[config.mk]
export PLATFORM = sky130hd
export DESIGN_NAME = count_seq_ctrl
export DESIGN_NICKNAME = d
export VERILOG_FILES = /design/src/rtl/count_seq_ctrl.sv
export SDC_FILE = /design/constraint.sdc
export NUM_CORES = 1
export LEC_CHECK = 0
export BUFFER_PORTS_ARGS = -buffer_cell sky130_fd_sc_hd__buf_2
export CAP_MARGIN = 20
export CORE_MARGIN = 1.5
export CORE_UTILIZATION = 44
export CTS_CLUSTER_SIZE = 20
export DETAILED_ROUTE_END_ITERATION = 8
export PLACE_DENSITY = 0.76
export SLEW_MARGIN = 10
export SYNTH_ARGS = -nofsm -noshare
export SYNTH_HDL_FRONTEND = slang
export SYNTH_SLANG_ARGS = --single-unit
[constraint.sdc]
create_clock -name clk -period 1.7 [get_ports clk]
set_input_delay 0.085 -clock clk [delete_from_list [all_inputs] [get_ports clk]]
set_output_delay 0.085 -clock clk [all_outputs]
set_load 0.02 [all_outputs]
[src/rtl/count_seq_ctrl.sv]
`default_nettype none
// +----------------------------------------------------------------------------+
// | Module      : count_seq_ctrl                                               |
// | Description : Run/pause/abort count sequencer. Counts 0..period, then      |
// |               pulses done. Optional macro AUTO_RELOAD_EN allows            |
// |               back-to-back runs when start is seen in DONE.                |
// | Revision    : 1.0                                                          |
// +----------------------------------------------------------------------------+
module count_seq_ctrl #(
  parameter int WIDTH = 4
) (
  input  logic             clk,
  input  logic             rst,
  input  logic             start,
  input  logic [WIDTH-1:0] period,
  input  logic             pause,
  input  logic             abort,
  output logic [WIDTH-1:0] count_out,
  output logic             busy,
  output logic             done,
  output logic [1:0]       state
);

  localparam logic [1:0] c_IDLE = 2'd0;
  localparam logic [1:0] c_RUN  = 2'd1;
  localparam logic [1:0] c_HOLD = 2'd2;
  localparam logic [1:0] c_DONE = 2'd3;

  logic [1:0]       r_state;
  logic [WIDTH-1:0] r_count;
  logic [WIDTH-1:0] r_period_q;
  logic             r_busy;
  logic             r_done;

  logic [1:0]       w_state_nxt;
  logic [WIDTH-1:0] w_count_nxt;
  logic [WIDTH-1:0] w_period_nxt;

  always_comb begin
    w_state_nxt  = r_state;
    w_count_nxt  = r_count;
    w_period_nxt = r_period_q;
    case (r_state)
      c_IDLE: begin
        w_count_nxt = '0;
        if (start) begin
          w_period_nxt = period;
          w_state_nxt  = c_RUN;
        end
      end
      c_RUN: begin
        if (abort) begin
          w_state_nxt = c_IDLE;
          w_count_nxt = '0;
        end else if (pause) begin
          w_state_nxt = c_HOLD;
        end else if (r_count == r_period_q) begin
          w_state_nxt = c_DONE;
        end else begin
          w_count_nxt = r_count + WIDTH'(1);
        end
      end
      c_HOLD: begin
        if (abort) begin
          w_state_nxt = c_IDLE;
          w_count_nxt = '0;
        end else if (!pause) begin
          // Resume edge only re-enters RUN; counting restarts on the next edge.
          w_state_nxt = c_RUN;
        end
      end
      default: begin
        w_state_nxt = c_IDLE;
        w_count_nxt = '0;
`ifdef AUTO_RELOAD_EN
        if (start) begin
          w_period_nxt = period;
          w_state_nxt  = c_RUN;
        end
`endif
      end
    endcase
  end

  always_ff @(posedge clk or negedge rst) begin
    if (!rst) begin
      r_state    <= c_IDLE;
      r_count    <= '0;
      r_period_q <= '0;
      r_busy     <= 1'b0;
      r_done     <= 1'b0;
    end else begin
      r_state    <= w_state_nxt;
      r_count    <= w_count_nxt;
      r_period_q <= w_period_nxt;
      r_busy     <= (w_state_nxt == c_RUN) || (w_state_nxt == c_HOLD);
      r_done     <= (w_state_nxt == c_DONE);
    end
  end

  assign count_out = r_count;
  assign busy      = r_busy;
  assign done      = r_done;
  assign state     = r_state;

endmodule
`default_nettype wire

Word-level counts from Yosys, hierarchy flattened
Index checks and enable logic that the tools add are counted.
{"block": "classes", "n_eq_ne": 9, "multipliers": 0, "n_shift": 0, "reduce_logical": 4, "n_lt_le_gt_ge": 0, "div": 0, "n_addsub": 1, "muxes": 12, "bitwise_logic": 0}
{"cell": "$mux 4", "count": 4}
{"cell": "$mux 2", "count": 6}
{"cell": "$pmux 4 s2", "count": 1}
{"cell": "$eq 2x2->1 const B", "count": 3}
{"cell": "$ne 3x3->1 const B", "count": 2}
{"cell": "$pmux 2 s3", "count": 1}
{"cell": "$add 4x1->4 const B", "count": 1}
{"cell": "$eq 2x1->1 const B", "count": 2}
{"cell": "$eq 4x4->1", "count": 1}
{"cell": "$reduce_and 3->1", "count": 1}
{"cell": "$logic_not 2->1", "count": 1}
{"cell": "$ne 2x2->1 const B", "count": 1}
{"cell": "$reduce_and 2->1", "count": 1}
{"cell": "$logic_or 1x1->1", "count": 1}
{"block": "word_totals", "romBits": 0, "wordCells": 31, "n_memories": 0, "in_bits": 9, "latch_bits": 0, "out_inout_bits": 8, "regBits": 12, "ramBits": 0}

Longest topological paths before layout
{"block": "logic_depth", "ltp_word": 7, "depth_mapped": 5, "ltp_nobuf": 5}

Least setup slack after synthesis
Ideal clock, no wire load.
{"block": "synth_path", "kind": "register -> register", "from": "register r_count[1], in the netlist count_out[1]", "to": "register r_busy, in the netlist busy", "setup_ns": 0.126, "path_stages_with_launch": 6, "t_arrival_ns": 1.701, "path_slack_ns": -0.127, "period_less_slack_ns": 1.827, "t_required_ns": 1.574, "path_cell_list": "dfrtp_1 -> xor2_1 -> nor4_2 -> o21ai_0 -> a21oi_1 -> ha_1"}
{"block": "synth_via", "elab_chain_cells": 7, "word_cells_on_any_way": 8}
{"item": "from (decl)", "line": "30", "source": "logic [WIDTH-1:0] r_count;"}
{"item": "from (signal assigned)", "line": "94", "source": "r_count <= w_count_nxt;"}
{"item": "$eq 4x4->1 (*)", "line": "57", "source": "end else if (r_count == r_period_q) begin"}
{"item": "$mux 2 (*)", "line": "57"}
{"item": "$mux 2 (*)", "line": "55", "source": "end else if (pause) begin"}
{"item": "$mux 2 (*)", "line": "52", "source": "if (abort) begin"}
{"item": "$pmux 2 s3 (*)", "line": "43", "source": "case (r_state)"}
{"item": "net w_state_nxt[1]", "line": "35", "source": "logic [1:0] w_state_nxt;"}
{"item": "$eq 2x1->1 or $eq 2x2->1 (tied branches)", "line": "96", "source": "r_busy <= (w_state_nxt == c_RUN) || (w_state_nxt == c_HOLD);"}
{"item": "$logic_or 1x1->1 (*)", "line": "96"}
{"item": "to (signal assigned)", "line": "96"}
{"item": "to (decl)", "line": "32", "source": "logic r_busy;"}
Mark *: on every way through the listed nets, which the timed path passes. The rest lies on a longest branch.
A chain may end at the register's enable or synchronous reset.

Worst setup path in the final report
{"block": "layout_path", "from": "register r_count[0], in the netlist count_out[0]", "to": "register r_count[3], in the netlist count_out[3]"}
{"block": "layout_via", "elab_chain_cells": 5, "word_cells_on_any_way": 8}
{"item": "$add 4x1->4", "line": "60", "source": "w_count_nxt = r_count + WIDTH'(1);"}
{"item": "$mux 4", "line": "57"}
{"item": "$mux 4", "line": "55"}
{"item": "$mux 4", "line": "52"}
{"item": "$pmux 4 s2", "line": "43"}
Several ways; a longest one is shown, not always the timed one. The select of a mux whose other input is x is not followed.

==> results summary <==
The H-tree depth reported by CTS came out at 1. The cell count after synthesis came out at 60. The sequential element share of the synthesized area is 0.466. Routability-driven placement finished with a final weighted congestion of 0.780. The signal on the critical path passes through xor2_1 -> nor4_4 -> buf_4 -> or4_1 -> nand3_1. Yosys attributes the largest share of cell area to sky130_fd_sc_hd__dfrtp_1 47%, sky130_fd_sc_hd__mux2_2 7.0%, sky130_fd_sc_hd__xor2_1 5.4%, sky130_fd_sc_hd__nor3b_1 4.7%, sky130_fd_sc_hd__ha_1 3.9%. The via density per instance came out at 5.61.

For this configuration, the core starts out at a cell density of 0.483. The global router's overall resource usage came out at 0.209. The fraction of synthesized cell area in xor and xnor cells is 0.0544.

VDD sags by at most 0.000674 V. The total placed instance area is 791 µm². The via count of the first global-routing pass came out at 517. The fraction of final layout cells with drive strength greater than 1 is 0.453.

The area of all placed cells without fillers came out at 848 µm². The path with the worst hold slack has its endpoint at r_period_q[0]$_DFFE_PN0P_. The detailed router finished its first iteration with 11 violations.

Together, buffers and inverters on the worst path number 1. The number of placement rows came out at 13. The leakage power total is 0.406 nW. Power spread over the standard cell area amounts to 978 nW/µm². At the end of the flow, the number of nets in the layout was 98.

The compound-cell area share of the yosys netlist came to 0.0893. The antenna cell count is 0. The area of all sequential standard cells is 303 µm².

Fill cells in the final layout number 121. The startpoint of the worst-slack reg-to-reg timing path is count_out[0]$_DFFE_PN0P_. In this run the mean area of a mapped cell was 10.7 µm². The share of synthesized cell area in full adder, half adder and majority cells is 0.0388. The multiplexer area fraction after synthesis came out at 0.0699. The die footprint is 1700 µm². The total area inside the core boundary comes to 1330 µm². The maximum number of pins on one net before global-route repair is 13.

The path type of the worst setup path is reg -> reg. During I/O placement, the number of pins put on the boundary was 17. The highest-delay cell along the critical path is sky130_fd_sc_hd__or4_1. The clock root buffer is sky130_fd_sc_hd__clkbuf_4. The minimum period implied by the final worst setup slack is 1.63 ns. The top cell types in the final layout, fill and taps aside, are 16 x sky130_fd_sc_hd__buf_2, 10 x sky130_fd_sc_hd__dfrtp_1, 7 x sky130_fd_sc_hd__buf_4, 5 x sky130_fd_sc_hd__nand3_1.

The number of optimization iterations in the first detailed-route pass came out at 4. The worst clock skew is 0.00220 ns. The portion of the clock cycle consumed by the worst path in the final layout is 0.956. The share of the synthesized area in the top cell type came out at 0.466. After synthesis, the largest family of logic cells by area is simple AND/OR/NAND/NOR gates. The die extent in x came out at 41.3 µm. The total CTS buffers is 3. The via count of the routed design is 567.

The worst setup path is captured at a flop. Final hold analysis gives a worst-case slack of 0.0382 ns. The maximum net fanout on the critical path is 6. For the worst-skew pair, the clock arrives at the later sink with an insertion delay of 0.27 ns. The area of the multi-input gates is 348 µm². The delay of the slowest critical-path stage came out at 0.50 ns. The worst hold path startpoint is period[0]. In this design, the largest share of critical-path delay is due to simple AND/OR/NAND/NOR gates. The data arrival time of the critical path came out at 1.83 ns. STA classifies the critical path startpoint as a flop. During synthesis, Yosys emitted a total of 0 warnings. The TritonCTS clock tree is yes. The area fraction in and, or, nand and nor cells after synthesis is 0.268. The headroom to the max-slew limit came out at 0.806. The remaining global-route overflow is 0. The post-detailed-route count of antenna-violating nets came out at 0. The highest clock frequency the design can meet came out at 615 MHz. The leading area contributor after synthesis is sky130_fd_sc_hd__dfrtp_1. The netlist area before placement is 644 µm².

The total of buffers placed on input and output ports came out at 16. The residual DRC count came out at 0. When the netlist entered floorplanning its net count stood at 71. The tool flagged a number of max-cap violations equal to 0. The minimum setup slack in the final design is 0.0749 ns. In this run the critical register-to-register path is captured at count_out[3]$_DFFE_PN0P_. The number of pins with negative max-slew slack in the final report was 0. The final wirelength came out at 1400 µm. The worst hold path was traced through 2 stages. The synthesis-to-finish area growth came out at 31.7%. The final-report hold violation count is 0.

The worst-margin pin slew is 0.289 ns. The run finished with clean final reports. The placement-stage worst setup slack came out at 0.0893 ns. After routing, the total negative slack on setup checks comes to 0 ns. The total half-perimeter wirelength after legalization and detailed placement came out at 1060 µm.

The initial antenna violation count is 0. The overall power consumption is 0.829 mW. The first-pass GRT wire length is 2240 µm. The number of buffers between clock root and the deepest sink is 2. The clock net in this run drives a total of 12 sinks. The required time reported for the critical path endpoint is 1.90 ns. The cell depth of the worst flop-to-flop path is 5. After synthesis, the netlist uses 26 different library cells. The post-synthesis register bit count came out at 12. The path class of the lowest-slack min-delay path is in -> reg. Clock-pin slew was measured on the worst setup and hold paths at 0.07 ns. Leaving out fill and tap cells, the most frequent cell in the layout is sky130_fd_sc_hd__buf_2. The number of failing setup endpoints in the final timing report came out at 0. The vertical die dimension is 41.3 µm. The internal reg-to-reg setup slack is 0.07 ns. The average wire per cell in the routed design came out at 13.9 µm.
-- worst max path at each step --
stage / startpoint / to / slack, ns / cells after the start
after global routing: count_out[1]$_DFFE_PN0P_ / busy$_DFF_PN0_ / -0.02 / 5
final: count_out[0]$_DFFE_PN0P_ / count_out[3]$_DFFE_PN0P_ / 0.07 / 5
after global placement: count_out[0]$_DFFE_PN0P_ / count_out[3]$_DFFE_PN0P_ / 0.12 / 5
after CTS: count_out[3]$_DFFE_PN0P_ / busy$_DFF_PN0_ / 0.06 / 5
after floorplan: count_out[0]$_DFFE_PN0P_ / busy$_DFF_PN0_ / 0.006 / 5
after detailed placement: count_out[3]$_DFFE_PN0P_ / busy$_DFF_PN0_ / 0.09 / 5
-- state kept, by name, summed over array words and instances, names as in the netlist --
register    count
count_out       4
r_period_q      4
state           2
busy            1
done            1
-- what timing repair did --
| item | CTS | global route |
|---|---|---|
| buffers inserted | 0 | 1 |
| endpoints found under the setup margin | 0 | 1 |
| endpoints found under the hold margin | 12 | 0 |
| resized for setup | 0 | 2 |
| hold buffers | 1 | 0 |
-- stage by stage --
| step | util | cells |
|---|---|---|
| 4_1_cts | 0.628 | 100 |
| 3_3_place_gp | 0.593 | 95 |
| 6_report | 0.636 | 101 |
| 2_1_floorplan | - | 60 |
| 5_1_grt | 0.636 | 101 |
| 3_5_place_dp | 0.593 | 95 |
-- power breakdown --
part | leakage (nW) | switching, mW | internal [mW]
clock network | 0.0210 | 0.0946 | 0.130
logic | 0.234 | 0.128 | 0.106
registers | 0.151 | 0.0383 | 0.332
total | 0.406 | 0.261 | 0.568
-- layer usage --
| layer | vias to the layer above | track usage | share of wire |
|---|---|---|---|
| li1 | 271 | - | - |
| met1 | 273 | 0.248 | 0.44 |
| met2 | 23 | 0.340 | 0.50 |
| met3 | 0 | 0.0707 | 0.067 |
| met4 | 0 | 0.0887 | 0 |
| met5 | - | 0 | 0 |
-- cell type report --
class                   count  area share
multi-input cells          46       0.410
repair buffers             24       0.168
clock buffers               4      0.0428
well taps                  15      0.0221
flip-flops and latches     12       0.357
-- synthesized netlist by cell type (all sizes together) --
library cell  count
dfrtp            12
nand3             5
mux2              4
nand2             4
nor3b             4
xor2              4
nand2b            3
o21ai             3
buf               2
ha                2
nor2              2
nor2b             2
o211ai            2
or3               2
or4               2
a21oi             1
a31oi             1
a32oi             1
nor3              1
nor4              1
o31ai             1
or3b              1
-- logic make-up (layout without fill, tap and decap cells) --
| logic type | after synthesis | after routing |
|---|---|---|
| and+or+nand+nor | 27 | 27 |
| xor gates and xnor gates | 4 | 4 |
| DFF | 12 | 12 |
| buffers and inverters | 2 | 28 |
| AOI/OAI and AO/OA | 9 | 9 |
| muxes | 4 | 4 |
| adders and majority gates | 2 | 2 |
No activity file was read; power rests on OpenSTA's default activity.
